<file path="src/rtl/graph_pkg.sv">
// Shared encodings and per-mode geometry for the graphics fetch sequencer.
package graph_pkg;

    typedef enum logic [1:0] {
        MODE_8P_2BIT = 2'd0,
        MODE_4P_2BIT = 2'd1,
        MODE_4P_1BIT = 2'd2,
        MODE_2P_1BIT = 2'd3
    } mode_e;

    typedef enum logic {
        ST_IDLE  = 1'b0,
        ST_FETCH = 1'b1
    } fetch_state_e;

    localparam int STRIDE_LOG2_8P_2BIT = 5;
    localparam int STRIDE_LOG2_4P_2BIT = 4;
    localparam int STRIDE_LOG2_4P_1BIT = 5;
    localparam int STRIDE_LOG2_2P_1BIT = 4;
    localparam int STRIDE_LOG2_NIBBLE  = 3;

    localparam int BPL_8P_2BIT = 16;
    localparam int BPL_4P_2BIT = 32;
    localparam int BPL_4P_1BIT = 16;
    localparam int BPL_2P_1BIT = 32;
    localparam int BPL_NIBBLE  = 64;

    function automatic logic [2:0] stride_log2(input logic [1:0] mode, input logic nibble);
        logic [2:0] s;
        case (mode)
            MODE_8P_2BIT: s = 3'(STRIDE_LOG2_8P_2BIT);
            MODE_4P_2BIT: s = 3'(STRIDE_LOG2_4P_2BIT);
            MODE_4P_1BIT: s = 3'(STRIDE_LOG2_4P_1BIT);
            default:      s = nibble ? 3'(STRIDE_LOG2_NIBBLE) : 3'(STRIDE_LOG2_2P_1BIT);
        endcase
        return s;
    endfunction

    function automatic logic [6:0] bytes_per_line(input logic [1:0] mode, input logic nibble);
        logic [6:0] b;
        case (mode)
            MODE_8P_2BIT: b = 7'(BPL_8P_2BIT);
            MODE_4P_2BIT: b = 7'(BPL_4P_2BIT);
            MODE_4P_1BIT: b = 7'(BPL_4P_1BIT);
            default:      b = nibble ? 7'(BPL_NIBBLE) : 7'(BPL_2P_1BIT);
        endcase
        return b;
    endfunction

    // Number of scan lines each source row is shown for; code 3 is reserved and behaves as x1.
    function automatic logic [1:0] vrep_count(input logic [1:0] vrep);
        logic [1:0] c;
        case (vrep)
            2'd1:    c = 2'd2;
            2'd2:    c = 2'd3;
            default: c = 2'd1;
        endcase
        return c;
    endfunction

endpackage

</file>
<file path="src/rtl/graph_row_ctr.sv">
// Row/line-repeat tracker: produces the start address of the row shown on the current line.
module graph_row_ctr
    import graph_pkg::*;
#(
    parameter int ADDR_W = 14
) (
    input  logic              pixel_clock,
    input  logic              reset_n,
    input  logic              frame_start,
    input  logic              line_start,
    input  logic [ADDR_W-1:0] base_addr,
    input  logic [1:0]        rep_count,
    input  logic [6:0]        bpl,
    output logic [ADDR_W-1:0] row_addr
);

    logic [1:0] rep_cnt;
    logic [1:0] rep_inc;
    logic       line_seen;

    assign rep_inc = rep_cnt + 2'd1;

    // Frame pulse rewinds to the base; every line after the frame's first advances the repeat count.
    always_ff @(posedge pixel_clock or negedge reset_n) begin
        if (!reset_n) begin
            rep_cnt   <= '0;
            row_addr  <= '0;
            line_seen <= 1'b0;
        end else if (frame_start) begin
            rep_cnt   <= '0;
            row_addr  <= base_addr;
            line_seen <= line_start;
        end else if (line_start) begin
            if (!line_seen) begin
                line_seen <= 1'b1;
            end else if (rep_inc == rep_count) begin
                rep_cnt  <= '0;
                row_addr <= row_addr + ADDR_W'(bpl);
            end else begin
                rep_cnt  <= rep_inc;
            end
        end
    end

endmodule

</file>
<file path="src/rtl/graph_fetch.sv">
// Graphics-mode VRAM fetch sequencer feeding the pixel shifter.
//
//   state    | meaning
//   ---------+--------------------------------------------------------
//   ST_IDLE  | no line in progress; counter parked, no reads issued
//   ST_FETCH | active line; counter runs 0..511, reads at slot phases
module graph_fetch
    import graph_pkg::*;
#(
    parameter int ADDR_W = 14
) (
    input  logic              pixel_clock,
    input  logic              reset_n,
    input  logic              frame_start,
    input  logic              line_start,
    input  logic [1:0]        mode,
    input  logic              nibble,
    input  logic [1:0]        vrep,
    input  logic [ADDR_W-1:0] base_addr,
    input  logic [7:0]        vram_data,
    output logic [8:0]        graph_pixel,
    output logic              fetch_active,
    output logic [ADDR_W-1:0] vram_addr,
    output logic              vram_rd,
    output logic [7:0]        pixel_code
);

    fetch_state_e      state, state_next;
    logic [8:0]        pixel_next;
    logic [1:0]        mode_q;
    logic              nibble_q;
    logic [1:0]        vrep_q;
    logic [2:0]        stride_lg;
    logic [8:0]        phase_mask;
    logic [ADDR_W-1:0] row_addr;
    logic              slot_next;
    logic              latch_now;

    // Line geometry comes from the shadowed line settings, never the live inputs.
    always_comb begin
        stride_lg  = stride_log2(mode_q, nibble_q);
        phase_mask = (9'd1 << stride_lg) - 9'd1;
    end

    // Next counter value and state; the read strobe is decoded from these so it lines up with graph_pixel.
    always_comb begin
        state_next = state;
        pixel_next = graph_pixel;
        if (line_start) begin
            state_next = ST_FETCH;
            pixel_next = 9'd0;
        end else if (state == ST_FETCH) begin
            if (graph_pixel == 9'd511) begin
                state_next = ST_IDLE;
            end else begin
                pixel_next = graph_pixel + 9'd1;
            end
        end
        slot_next = (state_next == ST_FETCH) && ((pixel_next & phase_mask) == 9'd1);
        latch_now = (state == ST_FETCH) && ((graph_pixel & phase_mask) == 9'd3);
    end

    assign fetch_active = (state == ST_FETCH);

    // State and pixel phase registers.
    always_ff @(posedge pixel_clock or negedge reset_n) begin
        if (!reset_n) begin
            state       <= ST_IDLE;
            graph_pixel <= '0;
        end else begin
            state       <= state_next;
            graph_pixel <= pixel_next;
        end
    end

    // Capture line settings at line start so mid-line changes wait for the next line.
    always_ff @(posedge pixel_clock or negedge reset_n) begin
        if (!reset_n) begin
            mode_q   <= '0;
            nibble_q <= 1'b0;
            vrep_q   <= '0;
        end else if (line_start) begin
            mode_q   <= mode;
            nibble_q <= nibble;
            vrep_q   <= vrep;
        end
    end

    // Row stepping uses the settings of the line that just finished.
    graph_row_ctr #(
        .ADDR_W (ADDR_W)
    ) u_row_ctr (
        .pixel_clock (pixel_clock),
        .reset_n     (reset_n),
        .frame_start (frame_start),
        .line_start  (line_start),
        .base_addr   (base_addr),
        .rep_count   (vrep_count(vrep_q)),
        .bpl         (bytes_per_line(mode_q, nibble_q)),
        .row_addr    (row_addr)
    );

    // Issue one read per slot; the address is held between slots.
    always_ff @(posedge pixel_clock or negedge reset_n) begin
        if (!reset_n) begin
            vram_rd   <= 1'b0;
            vram_addr <= '0;
        end else begin
            vram_rd <= slot_next;
            if (slot_next) begin
                vram_addr <= row_addr + ADDR_W'(pixel_next >> stride_lg);
            end
        end
    end

    // Capture the returned byte two clocks after its read, ahead of the shifter load.
    always_ff @(posedge pixel_clock or negedge reset_n) begin
        if (!reset_n) begin
            pixel_code <= 8'h00;
        end else if (latch_now) begin
            pixel_code <= vram_data;
        end
    end

endmodule
</file>
<file path="config.mk">
export PLATFORM = sky130hd
export DESIGN_NAME = graph_fetch
export DESIGN_NICKNAME = d
export VERILOG_FILES = /design/src/rtl/graph_pkg.sv /design/src/rtl/graph_row_ctr.sv /design/src/rtl/graph_fetch.sv
export SDC_FILE = /design/constraint.sdc
export NUM_CORES = 1
export LEC_CHECK = 0
export BUFFER_PORTS_ARGS = -buffer_cell sky130_fd_sc_hd__buf_2
export CORE_UTILIZATION = 55
export CTS_CLUSTER_SIZE = 12
export DETAILED_ROUTE_END_ITERATION = 7
export PLACE_DENSITY = 0.8
export SLEW_MARGIN = 20
export SYNTH_ARGS = -nofsm -noshare
export SYNTH_HDL_FRONTEND = slang
export SYNTH_SLANG_ARGS = --single-unit
</file>
<file path="constraint.sdc">
create_clock -name pixel_clock -period 4 [get_ports pixel_clock]
set_input_delay 0.2 -clock pixel_clock [delete_from_list [all_inputs] [get_ports pixel_clock]]
set_output_delay 0.2 -clock pixel_clock [all_outputs]
set_load 0.02 [all_outputs]
</file>
==> impl_metrics.toml <==
[status]
status = "finished, violations left"
violations = "negative hold slack"

[placed_design]
globalplace.congestion = 0.874
numPortBuffers = 63
dpl.hpwl_um = 4840

[clock_tree]
cts_tree = "done"
cts_resized = 0
cts_buffers = 5
worstSkewPairLatency_ns = 0.32
postCtsSetupBuffers = 0
cts.path.max_buffers = 2
h-tree-depth = 2
clkSlewWorstSetupHoldPaths_ns = 0.11
cts_hold_buf = 0
numClockSinks = 55
cts-root-buf = "clkbuf_8"

[layout]
antenna_cells = 0
drive_above_1_share_pct = 28.7
layout_common_cells = "63 x buf_2, 55 x dfrtp_1, 30 x nor2_1"
layout_commonest_cell = "buf_2"
fin_nets = 428
syn_to_final_growth_pct = 13.5
utilization_pct = 65.5

[yosys]
synth_seq_cells = 55
synth_area_leaders = "dfrtp_1 43%, mux2_2 6.7%, ha_1 6.2%"
avgSynthCellArea_um2 = 10.1
ys_types = 53
synth_edf_count = 0
yosysWarningCount = 0
synth_top_area_share_pct = 42.8
yosysTopAreaCell = "dfrtp_1"
syn_inst = 318
synth-seq-area-share_pct = 42.8
synthArstFlopShare_pct = 100
synth-main-ff-cell = "dfrtp_1"
synth_area_um2 = 3220

[route]
vias = 2493
drt_wl_total_um = 6360
drcViolationCount = 0
first_pass_iters = 4
postRouteAntennaNets = 0
drt_iter0_markers = 94
vias_per_cell = 5.52
wire_per_inst_um = 14.1

[pwr]
powerDensity_nw_per_um2 = 473
clockPowerShare_pct = 17.8
power.leakage_nw = 1.79
p_switching_mw = 0.625
power_frac_comb_pct = 37.0
ir_drop_mv = 0.240
p_int_mw = 1.10
swShare_pct = 36.2
seqPwrFrac_pct = 45.2

[sta]
final_hold_viol_count = 8
timing.final.crit_share_pct = 95.1
relSlewSlack_pct = 46.4
min_period_ns = 3.81
max_freq_mhz = 263
setup_tns_ns = 0
hold_ws_ns = -0.0193
skew_ns = 0.0130
tightest_slew_ns = 0.803
drv_slew = 0
setup_viol = 0

[run]
cap_violations = 0

[setup_path]
critical_path_buf_inv_count = 1
path_common_cell = "a21oi_1"
reg2reg_to = "vram_addr[12]"
max_stage_delay_ns = 0.48
critPathMaxFanout = 7
startpoint_type = "flip-flop"
timing.rr.start = "graph_pixel[0]"
critical-path-top-delay-family = "compound AO/OA/AOI/OAI gates"
critical_path_arrival_ns = 4.01
required_ns = 4.20
rr_worst_depth = 15
end_kind = "flip-flop"
crit_path_top_delay_cell = "dfrtp_1"
rrSetupSlack_ns = 0.19
crit_chain = "ha_2 > and4_1 > and2_4 > a21oi_1 > a311oi_2 > o221a_2 > inv_1 > fa_1 > nand2b_1 > a21oi_1 > o21a_1 > a21o_1 > nand4_1 > xnor2_1 > mux2_4"
worstSetupPathType = "flip-flop to flip-flop"

[global_routing]
grt_pass1_vias = 2392
antenna_found_initial = 0
grt_max_degree = 56
grt_pass1_wl_um = 10900
globalRouteOverflowTotal = 0
grt_usage_pct = 22.8

[min_path]
hp-class = "primary input to asynchronous set/reset pin"

[floorplanning]
dieHeight_um = 78.5
start_util_pct = 57.7
die_area_um2 = 6160
io_pins = 64
rows = 27
core_um2 = 5570
die_w_um = 78.5
[per-layer routing]
metal,global-route usage [%],share of wire (%)
met5,0,0
met4,9.63,1.9
met3,3.14,2.9
met2,37.5,49
met1,30.1,47
[kinds of logic (layout without fill, tap and decap cells)]
kind of cell	Yosys count	count (layout)	share of synthesized area (%)
adders and majority gates	18	18	7.47
DFF	55	55	42.8
buffers and inverters	28	87	4.63
AOI/OAI and AO/OA	73	73	14.8
muxes	31	31	11.6
other	2	5	0.233
and+or+nand+nor	94	94	13.8
xor gates and xnor gates	17	17	4.63
[per-stage QoR]
step	total power [mW]	setup slack (ns)	instance area [um^2]	instances	hold slack (ns)
after floorplan	1.25	0.349	3230	321	-0.0956
after global placement	1.41	0.297	3560	444	0.360
after detailed placement	1.44	0.0551	3560	444	0.370
after CTS	1.74	0.0764	3640	452	0.0180
after global routing	1.84	-0.00689	3650	452	0.0549
final	1.73	0.194	3650	452	-0.0193
[cell type report]
type / instances / area [um^2]
Clock buffer: 5 / 68.8
Sequential cell: 55 / 1380
Multi-Input combinational cell: 238 / 1710
Inverter: 13 / 48.8
Timing Repair Buffer: 66 / 338
Fill cell: 473 / 1920
Tap cell: 72 / 90.1
Clock inverter: 3 / 18.8
[Yosys cell counts, drive strengths merged (2+ instances only)]
library cell / n
nor2: 31
a21oi: 20
nand2b: 4
nor3: 6
or3: 2
conb: 2
xor2: 8
xnor2: 9
a21o: 7
nor2b: 3
mux2: 27
a31oi: 2
fa: 2
nand2: 23
and3: 3
a22oi: 3
nand4: 5
inv: 13
buf: 6
a221o: 2
and2: 3
dfrtp: 55
o21ai: 23
o22ai: 3
mux2i: 4
nand3: 10
and4: 2
clkbuf: 9
ha: 16
[power by group through the flow]
stage / combinational (mW) / clock [mW] / sequential, mW
global route: 0.700 / 0.340 / 0.803
detailed placement: 0.641 / 0 / 0.794
floorplan: 0.352 / 0 / 0.895
finish: 0.639 / 0.308 / 0.781
CTS: 0.643 / 0.319 / 0.782
global placement: 0.621 / 0 / 0.784
[state kept, by name, indices dropped and copies added, names as in the netlist]
name                 cells
u_row_ctr.row_addr      14
vram_addr               14
graph_pixel              9
pixel_code               8
mode_q                   2
u_row_ctr.rep_cnt        2
vrep_q                   2
fetch_active             1
nibble_q                 1
u_row_ctr.line_seen      1
vram_rd                  1
[how the worst max path moves through the flow]
stage	startpoint	to	slack, ns	cells after the start
final	graph_pixel[0]	vram_addr[12]	0.19	15
after global routing	graph_pixel[0]	vram_addr[12]	-0.007	15
after CTS	graph_pixel[0]	vram_addr[12]	0.08	15
after detailed placement	graph_pixel[0]	vram_addr[12]	0.06	15
after global placement	graph_pixel[0]	vram_addr[12]	0.30	15
after floorplan	graph_pixel[0]	vram_addr[12]	0.35	16
No activity file was read; power rests on OpenSTA's default activity.
